File: config.mk
export PLATFORM = sky130hd
export DESIGN_NAME = perceptron_trainer
export DESIGN_NICKNAME = d
export VERILOG_FILES = /design/src/rtl/nn_pkg.sv /design/src/rtl/step_neuron.sv /design/src/rtl/perceptron_trainer.sv
export SDC_FILE = /design/constraint.sdc
export NUM_CORES = 1
export LEC_CHECK = 0
export BUFFER_PORTS_ARGS = -buffer_cell sky130_fd_sc_hd__clkbuf_2
export CAP_MARGIN = 20
export CORE_ASPECT_RATIO = 1.1
export CORE_MARGIN = 2
export CORE_UTILIZATION = 40
export DETAILED_ROUTE_END_ITERATION = 10
export GPL_ROUTABILITY_DRIVEN = 0
export PLACE_DENSITY = 0.57
export SKIP_LAST_GASP = 1
export SLEW_MARGIN = 20
export SYNTH_ARGS = -nofsm -noshare
export SYNTH_HDL_FRONTEND = slang
export SYNTH_SLANG_ARGS = --single-unit
File: constraint.sdc
create_clock -name clk -period 5.3 [get_ports clk]
set_input_delay 0.265 -clock clk [delete_from_list [all_inputs] [get_ports clk]]
set_output_delay 0.265 -clock clk [all_outputs]
set_load 0.02 [all_outputs]
File: src/rtl/nn_pkg.sv
// Shared types and helpers for the perceptron trainer and its step neurons.
package nn_pkg;

  typedef enum logic [1:0] {
    IDLE  = 2'd0,
    EVAL  = 2'd1,
    CHECK = 2'd2,
    DONE  = 2'd3
  } trainer_state_t;

  // Step activation fires only when the weighted sum is strictly above this value.
  localparam int STEP_THRESHOLD = 0;

  // Signed add clamped to the range of a 'width'-bit two's complement value.
  function automatic logic signed [31:0] sat_add(input logic signed [31:0] a,
                                                 input logic signed [31:0] b,
                                                 input int unsigned width);
    logic signed [32:0] s;
    logic signed [32:0] hi;
    logic signed [32:0] lo;
    s  = 33'(a) + 33'(b);
    hi = (33'sd1 <<< (width - 1)) - 33'sd1;
    lo = -(33'sd1 <<< (width - 1));
    if (s > hi) begin
      return 32'(hi);
    end else if (s < lo) begin
      return 32'(lo);
    end
    return 32'(s);
  endfunction

endpackage

File: src/rtl/step_neuron.sv
// Two-input fixed-weight neuron with step activation.
module step_neuron
  import nn_pkg::*;
#(
  parameter int unsigned W_WIDTH = 8
) (
  input  logic                      a,
  input  logic                      b,
  input  logic signed [W_WIDTH-1:0] w1,
  input  logic signed [W_WIDTH-1:0] w2,
  input  logic signed [W_WIDTH-1:0] bias,
  output logic signed [W_WIDTH+1:0] sum,
  output logic                      y
);

  localparam int unsigned SW = W_WIDTH + 2;

  logic signed [SW-1:0] term_a;
  logic signed [SW-1:0] term_b;
  logic signed [SW-1:0] term_c;

  // Weighted sum at two guard bits, then strict threshold.
  always_comb begin
    term_a = '0;
    term_b = '0;
    if (a) term_a = SW'(w1);
    if (b) term_b = SW'(w2);
    term_c = SW'(bias);
    sum    = term_a + term_b + term_c;
    y      = (32'(sum) > STEP_THRESHOLD);
  end

endmodule

File: src/rtl/perceptron_trainer.sv
// Online perceptron-rule trainer for one 2-input step neuron, plus an inference port.
module perceptron_trainer
  import nn_pkg::*;
#(
  parameter int unsigned W_WIDTH    = 8,
  parameter int unsigned LR         = 1,
  parameter int unsigned MAX_EPOCHS = 16
) (
  input  logic                                 clk,
  input  logic                                 rst_n,
  input  logic                                 start,
  input  logic [3:0]                           truth_tbl,
  output logic                                 busy,
  output logic                                 done,
  output logic                                 converged,
  output logic signed [W_WIDTH-1:0]            w1,
  output logic signed [W_WIDTH-1:0]            w2,
  output logic signed [W_WIDTH-1:0]            bias,
  output logic [$clog2(MAX_EPOCHS+1)-1:0]      epochs,
  input  logic                                 infer_a,
  input  logic                                 infer_b,
  output logic                                 infer_y
);

  localparam int unsigned EW = $clog2(MAX_EPOCHS + 1);

  trainer_state_t            state_q, state_d;
  logic [1:0]                idx_q, idx_d;
  logic                      err_flag_q, err_flag_d;
  logic [3:0]                tt_q, tt_d;
  logic signed [W_WIDTH-1:0] w1_q, w1_d, w2_q, w2_d, bias_q, bias_d;
  logic [EW-1:0]             epochs_q, epochs_d, epochs_inc;
  logic                      converged_q, converged_d;
  logic                      busy_q, busy_d, done_q, done_d;

  logic                      train_y;
  logic                      t_bit;
  logic                      err_nz;
  logic signed [31:0]        delta;
  logic signed [W_WIDTH+1:0] train_sum_unused;
  logic signed [W_WIDTH+1:0] infer_sum_unused;

  // Neuron evaluating the current training sample.
  step_neuron #(.W_WIDTH(W_WIDTH)) u_train_neuron (
    .a    (idx_q[1]),
    .b    (idx_q[0]),
    .w1   (w1_q),
    .w2   (w2_q),
    .bias (bias_q),
    .sum  (train_sum_unused),
    .y    (train_y)
  );

  // Neuron serving the external inference port with the live weights.
  step_neuron #(.W_WIDTH(W_WIDTH)) u_infer_neuron (
    .a    (infer_a),
    .b    (infer_b),
    .w1   (w1_q),
    .w2   (w2_q),
    .bias (bias_q),
    .sum  (infer_sum_unused),
    .y    (infer_y)
  );

  assign t_bit      = tt_q[idx_q];
  assign err_nz     = (t_bit != train_y);
  assign delta      = t_bit ? $signed(32'(LR)) : -$signed(32'(LR));
  assign epochs_inc = epochs_q + EW'(1);

  // State and datapath registers.
  always_ff @(posedge clk or negedge rst_n) begin
    if (!rst_n) begin
      state_q     <= IDLE;
      idx_q       <= '0;
      err_flag_q  <= 1'b0;
      tt_q        <= '0;
      w1_q        <= '0;
      w2_q        <= '0;
      bias_q      <= '0;
      epochs_q    <= '0;
      converged_q <= 1'b0;
      busy_q      <= 1'b0;
      done_q      <= 1'b0;
    end else begin
      state_q     <= state_d;
      idx_q       <= idx_d;
      err_flag_q  <= err_flag_d;
      tt_q        <= tt_d;
      w1_q        <= w1_d;
      w2_q        <= w2_d;
      bias_q      <= bias_d;
      epochs_q    <= epochs_d;
      converged_q <= converged_d;
      busy_q      <= busy_d;
      done_q      <= done_d;
    end
  end

  // Next-state, epoch bookkeeping and saturating online weight update.
  always_comb begin
    state_d     = state_q;
    idx_d       = idx_q;
    err_flag_d  = err_flag_q;
    tt_d        = tt_q;
    w1_d        = w1_q;
    w2_d        = w2_q;
    bias_d      = bias_q;
    epochs_d    = epochs_q;
    converged_d = converged_q;

    unique case (state_q)
      IDLE: begin
        if (start) begin
          tt_d        = truth_tbl;
          w1_d        = '0;
          w2_d        = '0;
          bias_d      = '0;
          epochs_d    = '0;
          converged_d = 1'b0;
          err_flag_d  = 1'b0;
          idx_d       = '0;
          state_d     = EVAL;
        end
      end
      EVAL: begin
        if (err_nz) begin
          if (idx_q[1]) w1_d = W_WIDTH'(sat_add(32'(w1_q), delta, W_WIDTH));
          if (idx_q[0]) w2_d = W_WIDTH'(sat_add(32'(w2_q), delta, W_WIDTH));
          bias_d     = W_WIDTH'(sat_add(32'(bias_q), delta, W_WIDTH));
          err_flag_d = 1'b1;
        end
        idx_d = idx_q + 2'd1;
        if (idx_q == 2'd3) state_d = CHECK;
      end
      CHECK: begin
        epochs_d = epochs_inc;
        if (!err_flag_q) begin
          converged_d = 1'b1;
          state_d     = DONE;
        end else if (epochs_inc == EW'(MAX_EPOCHS)) begin
          converged_d = 1'b0;
          state_d     = DONE;
        end else begin
          err_flag_d = 1'b0;
          idx_d      = '0;
          state_d    = EVAL;
        end
      end
      DONE: begin
        state_d = IDLE;
      end
      default: begin
        state_d = IDLE;
      end
    endcase

    busy_d = (state_d != IDLE);
    done_d = (state_d == DONE);
  end

  assign busy      = busy_q;
  assign done      = done_q;
  assign converged = converged_q;
  assign w1        = w1_q;
  assign w2        = w2_q;
  assign bias      = bias_q;
  assign epochs    = epochs_q;

endmodule
==> results.md, run 1 <==
- Clk_skew: 0.00628 ns
- Setup repair after global routing missed its margin: false
- Most common cell after layout, fill and taps aside: fa_1
- Async SR Flop Fraction: 100%
- CTS root buffer: clkbuf_16
- Measured slew at the worst slew-check pin: 0.638 ns
- Placed inst area: 0.00659 mm2
- Vias post-DR: 5004
- Synth cell types: 76
- Quantity of I/O buffers inserted on ports: 41
- Floorplan die width: 121 um
- Global routing usage summed across all routing layers: 19.7%
- Number of flops mapped to enable cells by yosys: 0
- Non-filler cells in the finished layout: 905
- Placement Rows: 47
- I/O pin total: 42
- CP Cell Sequence: mux2_2, nand2_1, o21a_4, ha_1, a21oi_1, o211a_1, nor3_1, a211o_1, inv_1, fa_1, or4b_1, or4_1, or3_1, o21ai_1, nand3_1, o22a_1
- Type of the worst setup path: flop to flop
- Post-synthesis register bit count: 41
- Data required time of the worst path: 5.47 ns
- Most frequently used flop master after synthesis: dfrtp_1
- Total nets after synthesis: 779
- Number of synthesis warnings: 0
- Detailed Place HPWL: 12000 um
- Maximum clock frequency: 200 MHz
- CTS sink cnt: 41
- Die area: 0.0162 mm2
- Wire length per cell after detailed routing: 16.7 um
- Die height: 133 um
- Finished Core Util: 45.9%
- TritonCTS clock tree: done
- Worst hold slack across all endpoints: -0.0325 ns
- Largest stage delay on the critical path: 0.53 ns
- Initial Util: 40.6%
- Final-report hold violation count: 41
- Number of buffers added by the clock tree synthesis step: 5
- Critical Path Source Type: flop
- Antenna-violating nets left: 0
- Synth Area per Inst: 9.30 um2
- Violated checks: negative hold slack
- Ratio of cells with drive above 1 in the final layout: 14.2%
- Type of element capturing the critical path: flop
- Filler cell count in the final layout: 1473
- Placed cell count: 893
- Post-route minimum period: 5.01 ns
- Residual overflow from global routing: 0
- Maximum capacitance violations: 0
- Pin count of the biggest net entering global routing: 42
- Number of remaining DRC errors: 0
- Largest fanout on the critical path: 10
- Clock Pin Slew Worst Setup and Hold Paths: 0.06 ns
- Final #Nets: 835
- DRC violation total after the first TritonRoute iteration: 234
- Wirelength, routed: 15100 um
- Gate count after technology mapping: 652
- Synthesized cell area: 0.00607 mm2
- CORE AREA: 0.0149 mm2
- Max-slew headroom: 57.2%
- Source-to-sink clock delay at the later pin of the worst-skew pair: 0.29 ns
- Pre-Repair DR Iteration Count: 4
- Count of hold buffers inserted by post-cts repair: 0
- Largest buffer count on any clock path: 2
- Standard cell with the maximum stage delay on the critical path: or4_1
- Finished Cell Area: 0.00685 mm2
- Arrival time worst endpoint: 5.19 ns
- Layout Area Growth over Synthesis: 13.0%
- Antenna violations before repair: 0
- First-pass GRT wire length: 25800 um
- Commonest cells after routing, fill and taps aside: fa_1 (69), nand2_1 (55), ha_1 (49)
- Register area share after synthesis: 16.9%
- Total inserted antenna cells: 0
- Outcome: finished with violations
- Number of global-route vias before repair: 5245
- Number of vias per cell: 5.53
- Number of max-slew violations in the final report: 0
- H-tree levels: 2
- Setup-failing EPs final: 0
- Portion of the clock cycle consumed by the worst path in the final layout: 94.6%
- Class of the tightest hold or removal check: input port to async pin
[flip-flops by register name, summed over array words and instances (netlist names)]
signal	flops
bias	8
idx_q	2
w1	8
converged	1
done	1
w2	8
busy	1
err_flag_q	1
tt_q	4
state_q	2
epochs	5
[worst paths after layout]
path / start / to / slack (ns) / depth (start not counted)
max in group asynchronous: rst_n / idx_q[1]$_DFFE_PN0P_ / 4.92 / 1
max reg2reg: idx_q[1]$_DFFE_PN0P_ / w2[3]$_DFFE_PN0P_ / 0.29 / 16
min reg2reg: tt_q[0]$_DFFE_PN0P_ / tt_q[0]$_DFFE_PN0P_ / 0.53 / 1
min: rst_n / busy$_DFF_PN0_ / -0.03 / 1
min in group clk: truth_tbl[1] / tt_q[1]$_DFFE_PN0P_ / 0.21 / 2
max: idx_q[1]$_DFFE_PN0P_ / w2[3]$_DFFE_PN0P_ / 0.29 / 16
[kinds of logic (layout without fill, tap and decap cells)]
logic type               after synthesis  after routing  synth area share, %
multiplexers                          21             21                 3.88
adder cells (fa/ha/maj)              118            118                 32.9
flip-flops                            41             41                 16.9
AO/OA/AOI/OAI                        163            163                 19.3
AND/OR/NAND/NOR                      235            235                 20.7
XOR/XNOR                              19             19                 2.87
buffers and inverters                 55            112                 3.42
[cell usage after synthesis (4+ instances only)]
cell,count,area (um2)
a211oi_1,7,52.6
and2_1,31,194
o2bb2ai_1,5,43.8
clkbuf_1,6,22.5
mux2_2,12,135
inv_1,45,169
a21oi_1,25,125
nor3_1,16,80.1
nand2_1,56,210
nor4bb_1,7,70.1
mux2i_1,7,70.1
xor2_1,10,87.6
nand4_1,13,81.3
nor2_1,43,161
o21a_1,5,37.5
nor2b_1,8,50.1
or3_1,4,25.0
o21ai_0,39,195
a31oi_1,5,31.3
nand2b_1,11,68.8
fa_1,69,1380
a21o_1,16,120
nand3_1,19,95.1
ha_1,49,613
a22oi_1,4,30.0
nor4b_1,7,61.3
dfrtp_1,41,1030
o22ai_1,5,31.3
xnor2_1,8,70.1
[per-stage QoR]
stage	TNS, ns	worst slack (ns)	hold WS, ns
floorplan	0	0.225	-0.0306
global placement	0	0.0757	0.501
detailed placement	-0.0478	-0.0232	0.512
CTS	0	0.0671	0.213
global route	0	0.0215	0.0114
finish	0	0.289	-0.0325
[cell type report]
| type | count | area [um2] | area share [%] |
|---|---|---|---|
| repair buffers | 57 | 365 | 5.33 |
| clock inverters | 2 | 37.5 | 0.548 |
| inverters | 47 | 176 | 2.57 |
| clock buffers | 6 | 139 | 2.03 |
| multi-input cells | 556 | 4860 | 71.0 |
| flip-flops and latches | 41 | 1030 | 15.0 |
| well taps | 196 | 245 | 3.58 |
[per-layer routing]
metal  global-route usage [%]  routed length, um  part of all wire [%]
met1                     26.9               7060                    47
met2                     33.3               7290                    48
met3                     3.04                577                   3.8
met4                     3.58                227                   1.5
met5                        0                  0                     0
[what timing repair did]
| action | 4_1_cts | 5_1_grt |
|---|---|---|
| gates cloned | 0 | 1 |
| pin swaps | 0 | 2 |
| resized for setup | 1 | 6 |
| setup endpoints to repair | 6 | 18 |
| setup buffers | 0 | 3 |
[worst max-delay path, delay by kind of cell (launching register included)]
kind | cells | cell delay (ns)
multiplexers | 1 | 0.25
buffers and inverters | 1 | 0.08
AO/OA/AOI/OAI | 6 | 1.26
flip-flops | 1 | 0.43
adder cells (fa/ha/maj) | 2 | 0.84
AND/OR/NAND/NOR | 6 | 2.03
Power of run 1 is not shown: default switching activity piles up to over one toggle a cycle in this logic, so the estimate is an artifact.
==> run 2, diff against run 1 <==
--- a/config.mk
+++ b/config.mk
@@ -13,6 +13,7 @@
 export DETAILED_ROUTE_END_ITERATION = 10
 export GPL_ROUTABILITY_DRIVEN = 0
 export PLACE_DENSITY = 0.57
+export RECOVER_POWER = 50
 export SKIP_LAST_GASP = 1
 export SLEW_MARGIN = 20
 export SYNTH_ARGS = -nofsm -noshare
==> results.md, run 2 (same netlist as run 1, synthesis figures left out) <==
- First-pass GRT wire length: 25800 um (unchanged)
- Commonest cells after routing, fill and taps aside: fa_1 (69), nand2_1 (55), ha_1 (49) (unchanged)
- Reg-to-Reg End: w2[3]$_DFFE_PN0P_ (unchanged)
- Class of the tightest hold or removal check: input port to flop (was input port to async pin)
- Layout Area Growth over Synthesis: 12.6% (was 13.0%)
- Measured slew at the worst slew-check pin: 2.33 ns (was 0.638 ns)
- Die height: 133 um (unchanged)
- Total inserted antenna cells: 0 (unchanged)
- Arrival time worst endpoint: 5.19 ns (about the same)
- Violated checks: max-capacitance violations, max-slew violations (was negative hold slack)
- CTS sink cnt: 41 (unchanged)
- H-tree levels: 2 (unchanged)
- Hold EP: tt_q[1]$_DFFE_PN0P_
- Final-report hold violation count: 0 (was 41)
- Clock Pin Slew Worst Setup and Hold Paths: 0.06 ns (about the same)
- Number of global-route vias before repair: 5245 (unchanged)
- Type of element capturing the critical path: flop (unchanged)
- Worst hold stages: 2
- Number of vias per cell: 5.51 (was 5.53)
- Largest buffer count on any clock path: 2 (unchanged)
- Minimum setup slack among reg-to-reg paths: 0.28 ns (was 0.29 ns)
- Final #Nets: 835 (unchanged)
- Die area: 0.0162 mm2 (unchanged)
- Quantity of I/O buffers inserted on ports: 41 (unchanged)
- Setup repair after global routing missed its margin: false (unchanged)
- Maximum clock frequency: 199 MHz (was 200 MHz)
- Min-delay src: truth_tbl[1]
- FF-to-FF Start: idx_q[1]$_DFFE_PN0P_ (unchanged)
- Antenna violations before repair: 0 (unchanged)
- Portion of the clock cycle consumed by the worst path in the final layout: 94.7% (was 94.6%)
- Antenna-violating nets left: 0 (unchanged)
- Pre-Repair DR Iteration Count: 5 (was 4)
- Detailed Place HPWL: 12000 um (unchanged)
- Vias post-DR: 4989 (was 5004)
- Number of max-slew violations in the final report: 42 (was 0)
- Wire length per cell after detailed routing: 16.7 um (about the same)
- Worst-case setup slack after placement: -0.0232 ns (unchanged)
- Maximum capacitance violations: 1 (was 0)
- Residual overflow from global routing: 0 (unchanged)
- Count of hold buffers inserted by post-cts repair: 0 (unchanged)
- Critical Path Source Type: flop (unchanged)
- Max-slew headroom: -55.1% (was 57.2%)
- I/O pin total: 42 (unchanged)
- Number of remaining DRC errors: 0 (unchanged)
- Clk_skew: 0.00563 ns (was 0.00628 ns)
- Global routing usage summed across all routing layers: 19.7% (unchanged)
- Most common cell after layout, fill and taps aside: fa_1 (unchanged)
- Post-route minimum period: 5.02 ns (was 5.01 ns)
- Type of the worst setup path: flop to flop (unchanged)
- Outcome: finished with violations (unchanged)
- Setup-failing EPs final: 0 (unchanged)
- Number of buffers added by the clock tree synthesis step: 5 (unchanged)
- Initial Util: 40.6% (unchanged)
- Pin count of the biggest net entering global routing: 42 (unchanged)
- Ratio of cells with drive above 1 in the final layout: 11.8% (was 14.2%)
- Largest fanout on the critical path: 10 (unchanged)
- DRC violation total after the first TritonRoute iteration: 223 (was 234)
- CTS root buffer: clkbuf_16 (unchanged)
- Filler cell count in the final layout: 1479 (was 1473)
- Data required time of the worst path: 5.47 ns (about the same)
- Source-to-sink clock delay at the later pin of the worst-skew pair: 0.29 ns (about the same)
- Floorplan die width: 121 um (unchanged)
- TritonCTS clock tree: done (unchanged)
- Wirelength, routed: 15100 um (about the same)
- Number of cell instances on the worst register-to-register path: 16 (unchanged)
- CORE AREA: 0.0149 mm2 (unchanged)
- Placement Rows: 47 (unchanged)
- Post-route setup slack: 0.282 ns (was 0.289 ns)
-- run 2: worst max path at each step --
stage | from | endpoint | slack (ns) | depth (start not counted)
2_1_floorplan | idx_q[1]$_DFFE_PN0P_ | bias[0]$_DFFE_PN0P_ | 0.23 | 19
5_1_grt | idx_q[1]$_DFFE_PN0P_ | w2[3]$_DFFE_PN0P_ | 0.02 | 19
6_report | idx_q[1]$_DFFE_PN0P_ | w2[3]$_DFFE_PN0P_ | 0.28 | 16
3_3_place_gp | idx_q[1]$_DFFE_PN0P_ | bias[5]$_DFFE_PN0P_ | 0.08 | 19
4_1_cts | idx_q[1]$_DFFE_PN0P_ | bias[6]$_DFFE_PN0P_ | 0.07 | 19
3_5_place_dp | idx_q[1]$_DFFE_PN0P_ | bias[6]$_DFFE_PN0P_ | -0.02 | 19
-- run 2: per-layer routing --
layer	up-vias	GRT usage (%)	share of wire [%]
li1	2445	-	-
met5	-	0	0
met3	14	3.04	3.0
met2	87	33.3	48
met1	2443	26.9	47
met4	0	3.58	1.5
-- run 2: worst max-delay path, stage by stage, from the launching register on --
cell,delay [ns]
dfrtp_2,0.43
mux2_2,0.25
nand2_1,0.07
o21a_4,0.19
ha_1,0.42
a21oi_1,0.11
o211a_1,0.21
nor3_1,0.37
a211o_1,0.28
inv_1,0.08
fa_1,0.41
or4b_1,0.52
or4_1,0.53
or3_1,0.35
o21ai_1,0.22
nand3_1,0.19
o22a_1,0.26
-- run 2: cell type report --
class                           count  area [um2]  share of cell area (%)
Multi-Input combinational cell    556        4860                    71.2
Inverter                           47         176                    2.58
Sequential cell                    41        1030                    15.0
Tap cell                          196         245                    3.59
Clock inverter                      2        37.5                   0.550
Timing Repair Buffer               57         342                    5.00
Clock buffer                        6         139                    2.03
-- run 2: timing repair --
| item | 4_1_cts | 5_1_grt |
|---|---|---|
| endpoints found under the setup margin | 6 | 18 |
| gates resized for setup | 1 | 6 |
| pin swaps | 0 | 2 |
| cloned | 0 | 1 |
| hold endpoints to repair | 0 | 0 |
| buffers inserted | 0 | 3 |
-- run 2: through the flow --
step           cells  util [%]  hold slack [ns]  TNS [ns]  instance area [um2]
6_report         905      45.7            0.214         0                 6830
3_5_place_dp     893      44.1            0.512   -0.0478                 6590
2_1_floorplan    652         -          -0.0306         0                 6070
3_3_place_gp     893      44.1            0.501         0                 6590
5_1_grt          905      45.7            0.208         0                 6830
4_1_cts          901      45.4            0.213         0                 6780
Power of run 2 is left out for the same reason.
